==> src/rtl/random_arbiter.sv <==
// Round-robin distributor: each accepted upstream random word is offered to exactly one consumer.
// Define RANDOM_ARBITER_COUNT_EN to build saturating per-port delivery counters.
module random_arbiter #(
    parameter int PORTS = 4,
    parameter int BITS  = 8
) (
    input  logic                clk,
    input  logic                rst,
    input  logic                in_valid,
    output logic                in_ready,
    input  logic [BITS-1:0]     in_data,
    input  logic [PORTS-1:0]    req,
    output logic [PORTS-1:0]    out_valid,
    output logic [BITS-1:0]     out_data,
    output logic [PORTS*16-1:0] count_flat
);
    localparam int PW = $clog2(PORTS);
    localparam logic [PW-1:0] LAST = PW'(PORTS - 1);

    typedef enum logic [1:0] {StEmpty, StArb, StOffer} state_e;

    state_e          state_q, state_d;
    logic [PW-1:0]   ptr_q, ptr_d;
    logic [PW-1:0]   grant_q, grant_d;
    logic [PW-1:0]   pick;
    logic [BITS-1:0] hold_q, hold_d;
    logic            found;
    logic            done;
    int              idx;

    // First requester at or after ptr, wrapping past the top port.
    always_comb begin
        pick  = ptr_q;
        found = 1'b0;
        idx   = 0;
        for (int i = 0; i < PORTS; i++) begin
            idx = int'(ptr_q) + i;
            if (idx >= PORTS) idx = idx - PORTS;
            if (!found && req[idx[PW-1:0]]) begin
                found = 1'b1;
                pick  = idx[PW-1:0];
            end
        end
    end

    always_comb begin
        state_d   = state_q;
        ptr_d     = ptr_q;
        grant_d   = grant_q;
        hold_d    = hold_q;
        done      = 1'b0;
        in_ready  = 1'b0;
        out_valid = '0;
        unique case (state_q)
            StEmpty: begin
                in_ready = !rst;
                if (in_valid) begin
                    hold_d  = in_data;
                    state_d = StArb;
                end
            end
            StArb: begin
                if (found) begin
                    grant_d = pick;
                    state_d = StOffer;
                end
            end
            StOffer: begin
                out_valid[grant_q] = 1'b1;
                // The offer is held for the granted port only; other requests are ignored.
                done = req[grant_q];
                if (done) begin
                    ptr_d   = (grant_q == LAST) ? '0 : grant_q + 1'b1;
                    state_d = StEmpty;
                end
            end
            default: state_d = StEmpty;
        endcase
    end

    always_ff @(posedge clk or posedge rst) begin
        if (rst) begin
            state_q <= StEmpty;
            ptr_q   <= '0;
            grant_q <= '0;
            hold_q  <= '0;
        end else begin
            state_q <= state_d;
            ptr_q   <= ptr_d;
            grant_q <= grant_d;
            hold_q  <= hold_d;
        end
    end

    assign out_data = hold_q;

`ifdef RANDOM_ARBITER_COUNT_EN
    logic [15:0] cnt_q [PORTS];

    always_ff @(posedge clk or posedge rst) begin
        if (rst) begin
            for (int p = 0; p < PORTS; p++) cnt_q[p] <= '0;
        end else if (done && cnt_q[grant_q] != 16'hFFFF) begin
            cnt_q[grant_q] <= cnt_q[grant_q] + 16'd1;
        end
    end

    always_comb begin
        count_flat = '0;
        for (int p = 0; p < PORTS; p++) count_flat[16*p +: 16] = cnt_q[p];
    end
`else
    assign count_flat = '0;
`endif

endmodule

==> config.mk <==
export PLATFORM = sky130hd
export DESIGN_NAME = random_arbiter
export DESIGN_NICKNAME = d
export VERILOG_FILES = /design/src/rtl/random_arbiter.sv
export SDC_FILE = /design/constraint.sdc
export NUM_CORES = 1
export LEC_CHECK = 0
export CAP_MARGIN = 10
export CELL_PAD_IN_SITES_DETAIL_PLACEMENT = 1
export CELL_PAD_IN_SITES_GLOBAL_PLACEMENT = 2
export CORE_MARGIN = 4
export CORE_UTILIZATION = 18
export CTS_CLUSTER_SIZE = 14
export DETAILED_ROUTE_END_ITERATION = 12
export GPL_TIMING_DRIVEN = 0
export PLACE_DENSITY_LB_ADDON = 0.2
export SYNTH_ARGS = -nofsm -noshare
export SYNTH_HDL_FRONTEND = slang
export SYNTH_SLANG_ARGS = --single-unit
==> constraint.sdc <==
create_clock -name clk -period 1.5 [get_ports clk]
set_input_delay 0.225 -clock clk [delete_from_list [all_inputs] [get_ports clk]]
set_output_delay 0.225 -clock clk [all_outputs]
set_load 0.02 [all_outputs]
==> key figures <==
Run status
  – Status: complete, no violations

Power
  – Max IR drop VDD: 0.232 mV
  – Tot Pwr: 2.48 mW
  – Leakage power: 1.09 nW
  – Combinational group share of total power: 0.558
  – Internal Power: 1.52 mW
  – Clk pwr share: 0.150
  – Sw Share: 0.388
  – PD cells: 1260 mW/mm2
  – Switching Power: 964 uW
  – Reg power frac: 0.292

STA
  – Setup-failing EPs final: 0
  – Count of final hold-check violations: 0
  – Setup Skew: 0.000512 ns
  – Setup_tns: 0 ns
  – Fmax: 696 MHz
  – Part of the cycle the worst path needs: 0.958
  – Min Tclk post-route: 1.44 ns
  – Slew at the pin closest to its max-slew limit: 0.544 ns
  – Min Hold Slack: 0.364 ns
  – Max Slew Vio Count: 0
  – Final worst slack: 0.0623 ns
  – Slew HR: 0.637
  – RSZ-0062 raised after global routing: no

Placed design
  – Pre-CTS setup slack: -0.254 ns
  – GP Congestion: 0.715
  – Post-DP HPWL: 2410 um
  – IO Port Bufs: 27
  – Dpl cells: 305
  – Dpl cell area: 0.00186 mm2

CTS
  – H-tree depth: 1
  – CTS tree: built
  – Clock Latency Late Sink: 0.25 ns
  – Reg clk slew, reported paths: 0.06 ns
  – Root Buffer: clkbuf_8
  – Hold_buf cts: 0
  – Clock Sinks: 14
  – Clock buffer count from CTS: 3
  – Clk buf depth: 2

Setup path
  – CP cell instances: and2b_2 > and2_1 > buf_2
  – Maximum fanout along the worst path: 5
  – Highest-delay cell along the critical path: dfrtp_2
  – Critical Path RT: 1.27 ns
  – Crit Path Class: reg -> out
  – CP bufs+invs: 1
  – Worst setup SP type: flip-flop
  – CP delay by family, top: flip-flops
  – Crit. End Element: primary output
  – Worst EP arrival: 1.21 ns
  – CP max stage delay: 0.43 ns

GRT
  – Initial antenna violation count: 0
  – GR Overflow Total: 0
  – Largest net degree at the start of global routing: 15
  – First-pass GRT wire length: 4670 um
  – GRT Overall Usage: 0.0682
  – Vias in the first global route: 1,037

Min path
  – Hold WC Path Type: in -> async

Yosys
  – Syn. warnings: 0
  – Seq/Total Area, Yosys: 0.280
  – Mapped Area: 0.00125 mm2
  – Number of synthesized flops with an enable pin: 0
  – Synthesized flop and latch total: 14
  – Synth top area share: 0.384
  – Yosys cell types: 24
  – Ranking of synthesized cells by area: buf_4 (38%), dfrtp_1 (28%), mux2_2 (7.2%), ha_1 (4.0%), mux2i_1 (3.2%)
  – Area leader, netlist: buf_4
  – Post-synth top flop: dfrtp_1
  – Most common cell in the netlist: buf_4
  – Cells after Synth: 135
  – Post-synth ARST share: 1.00
  – Avg Synthesized Cell Area: 9.27 um2
  – Synth top cells by count: buf_4 (64), dfrtp_1 (14), mux2_2 (8)

Drt
  – Detailed Routing Iterations Pass 1: 3
  – DRC: 0
  – Drt wl/cell: 9.08 um
  – Vias per cell: 3.18
  – Vias: 1,002
  – Post-route ant nets: 0
  – Drt initial violations: 18
  – WL final: 2860 um

Floorplan
  – Die width: 91.4 um
  – Starting density of the core: 0.185
  – Core Footprint: 0.00676 mm2
  – FP Rows: 30
  – Die area: 0.00835 mm2
  – Die Y: 91.4 um
  – Top-level port count: 92

Finish
  – Fin cells: 315
  – Final Util: 0.291
  – Number of nets in the layout: 255
  – Ant diodes: 0
  – Synth-to-Final Area Change: 57.2%
  – Fillers: 837
  – Layout cell share with drive strength beyond 1: 0.417
  – Final Instance Area: 0.00197 mm2

Run
  – Max cap viols: 0
[registers in the layout, indices dropped and copies added (netlist names)]
signal / cells
grant_q: 2
out_data: 8
ptr_q: 2
state_q: 2
[area by class of cell]
| cell class | count | area, um2 | area share |
|---|---|---|---|
| flip-flops and latches | 14 | 355 | 0.181 |
| inverters | 4 | 15.0 | 0.00763 |
| multi-input cells | 116 | 653 | 0.332 |
| well taps | 80 | 100 | 0.0509 |
| repair buffers | 33 | 308 | 0.156 |
| plain buffers | 64 | 480 | 0.244 |
| clock buffers | 4 | 55.1 | 0.0280 |
[final timing paths]
check,start,endpoint,slack (ns),cells after the start
hold reg to reg,out_data[1]$_DFFE_PP0P_,out_data[1]$_DFFE_PP0P_,0.50,1
max in group asynchronous,rst,grant_q[0]$_DFFE_PP0P_,0.75,2
hold / removal,rst,ptr_q[0]$_DFFE_PP0P_,0.36,2
setup / recovery,state_q[0]$_DFFE_PP0P_,out_valid[3],0.06,3
min in group clk,req[1],grant_q[0]$_DFFE_PP0P_,0.47,3
setup reg to reg,state_q[0]$_DFFE_PP0P_,out_data[7]$_DFFE_PP0P_,0.11,4
[what timing repair did]
action | CTS | global route
hold endpoints to repair | 0 | 0
setup buffers | 3 | 3
setup endpoints to repair | 5 | 17
resized for setup | 23 | 8
pin swaps | 0 | 1
[per-layer routing]
layer  track usage  wire length (um)  up-vias
met5             0                 0        -
met4        0.0302                46        0
met3        0.0207               227        5
met2         0.110              1300       54
met1        0.0834              1290      435
li1              -                 -      508
[logic make-up (layout without fill, tap and decap cells)]
group	Yosys count	count (layout)	synth area share
multiplexers	13	13	0.116
AND/OR/NAND/NOR	26	26	0.125
AO/OA/AOI/OAI	9	9	0.0400
flip-flops	14	14	0.280
buffers and inverters	68	105	0.396
other	1	64	0.00300
adder cells (fa/ha/maj)	4	4	0.0400
[worst register-to-register path: cells and delay by family (launching register included)]
family                 cells  cell delay [ns]
multiplexers               1             0.33
flip-flops                 1             0.43
buffers and inverters      2             0.30
AND/OR/NAND/NOR            1             0.22
[layout by cell type (no fill, tap or decap)]
cell type / count
buf_2: 3
inv_1: 2
mux2i_1: 3
ha_1: 4
inv_2: 2
mux2_4: 1
buf_12: 1
nand2_1: 4
nor3b_4: 1
o31ai_1: 1
clkdlybuf4s50_1: 21
clkbuf_8: 4
buf_4: 70
o22ai_1: 1
clkbuf_2: 1
dfrtp_1: 10
a21oi_1: 3
and3b_1: 1
conb_1: 64
mux2i_2: 1
dlymetal6s2s_1: 1
nand2b_1: 3
a31oi_1: 1
nor2_1: 4
nor3b_1: 1
nor4_2: 1
dfrtp_2: 4
nor3_1: 3
mux2_2: 8
and2b_2: 1
and2_1: 4
nor2b_1: 3
o21ai_0: 3
[power groups by stage]
stage | Combinational (mW) | Clock [mW] | Sequential, mW
finish | 1.39 | 0.373 | 0.725
global route | 1.51 | 0.411 | 0.750
CTS | 1.32 | 0.393 | 0.728
detailed placement | 1.29 | 0 | 0.740
global placement | 1.28 | 0 | 0.737
floorplan | 0.730 | 0 | 0.840
(Power assumes the default switching activity.)
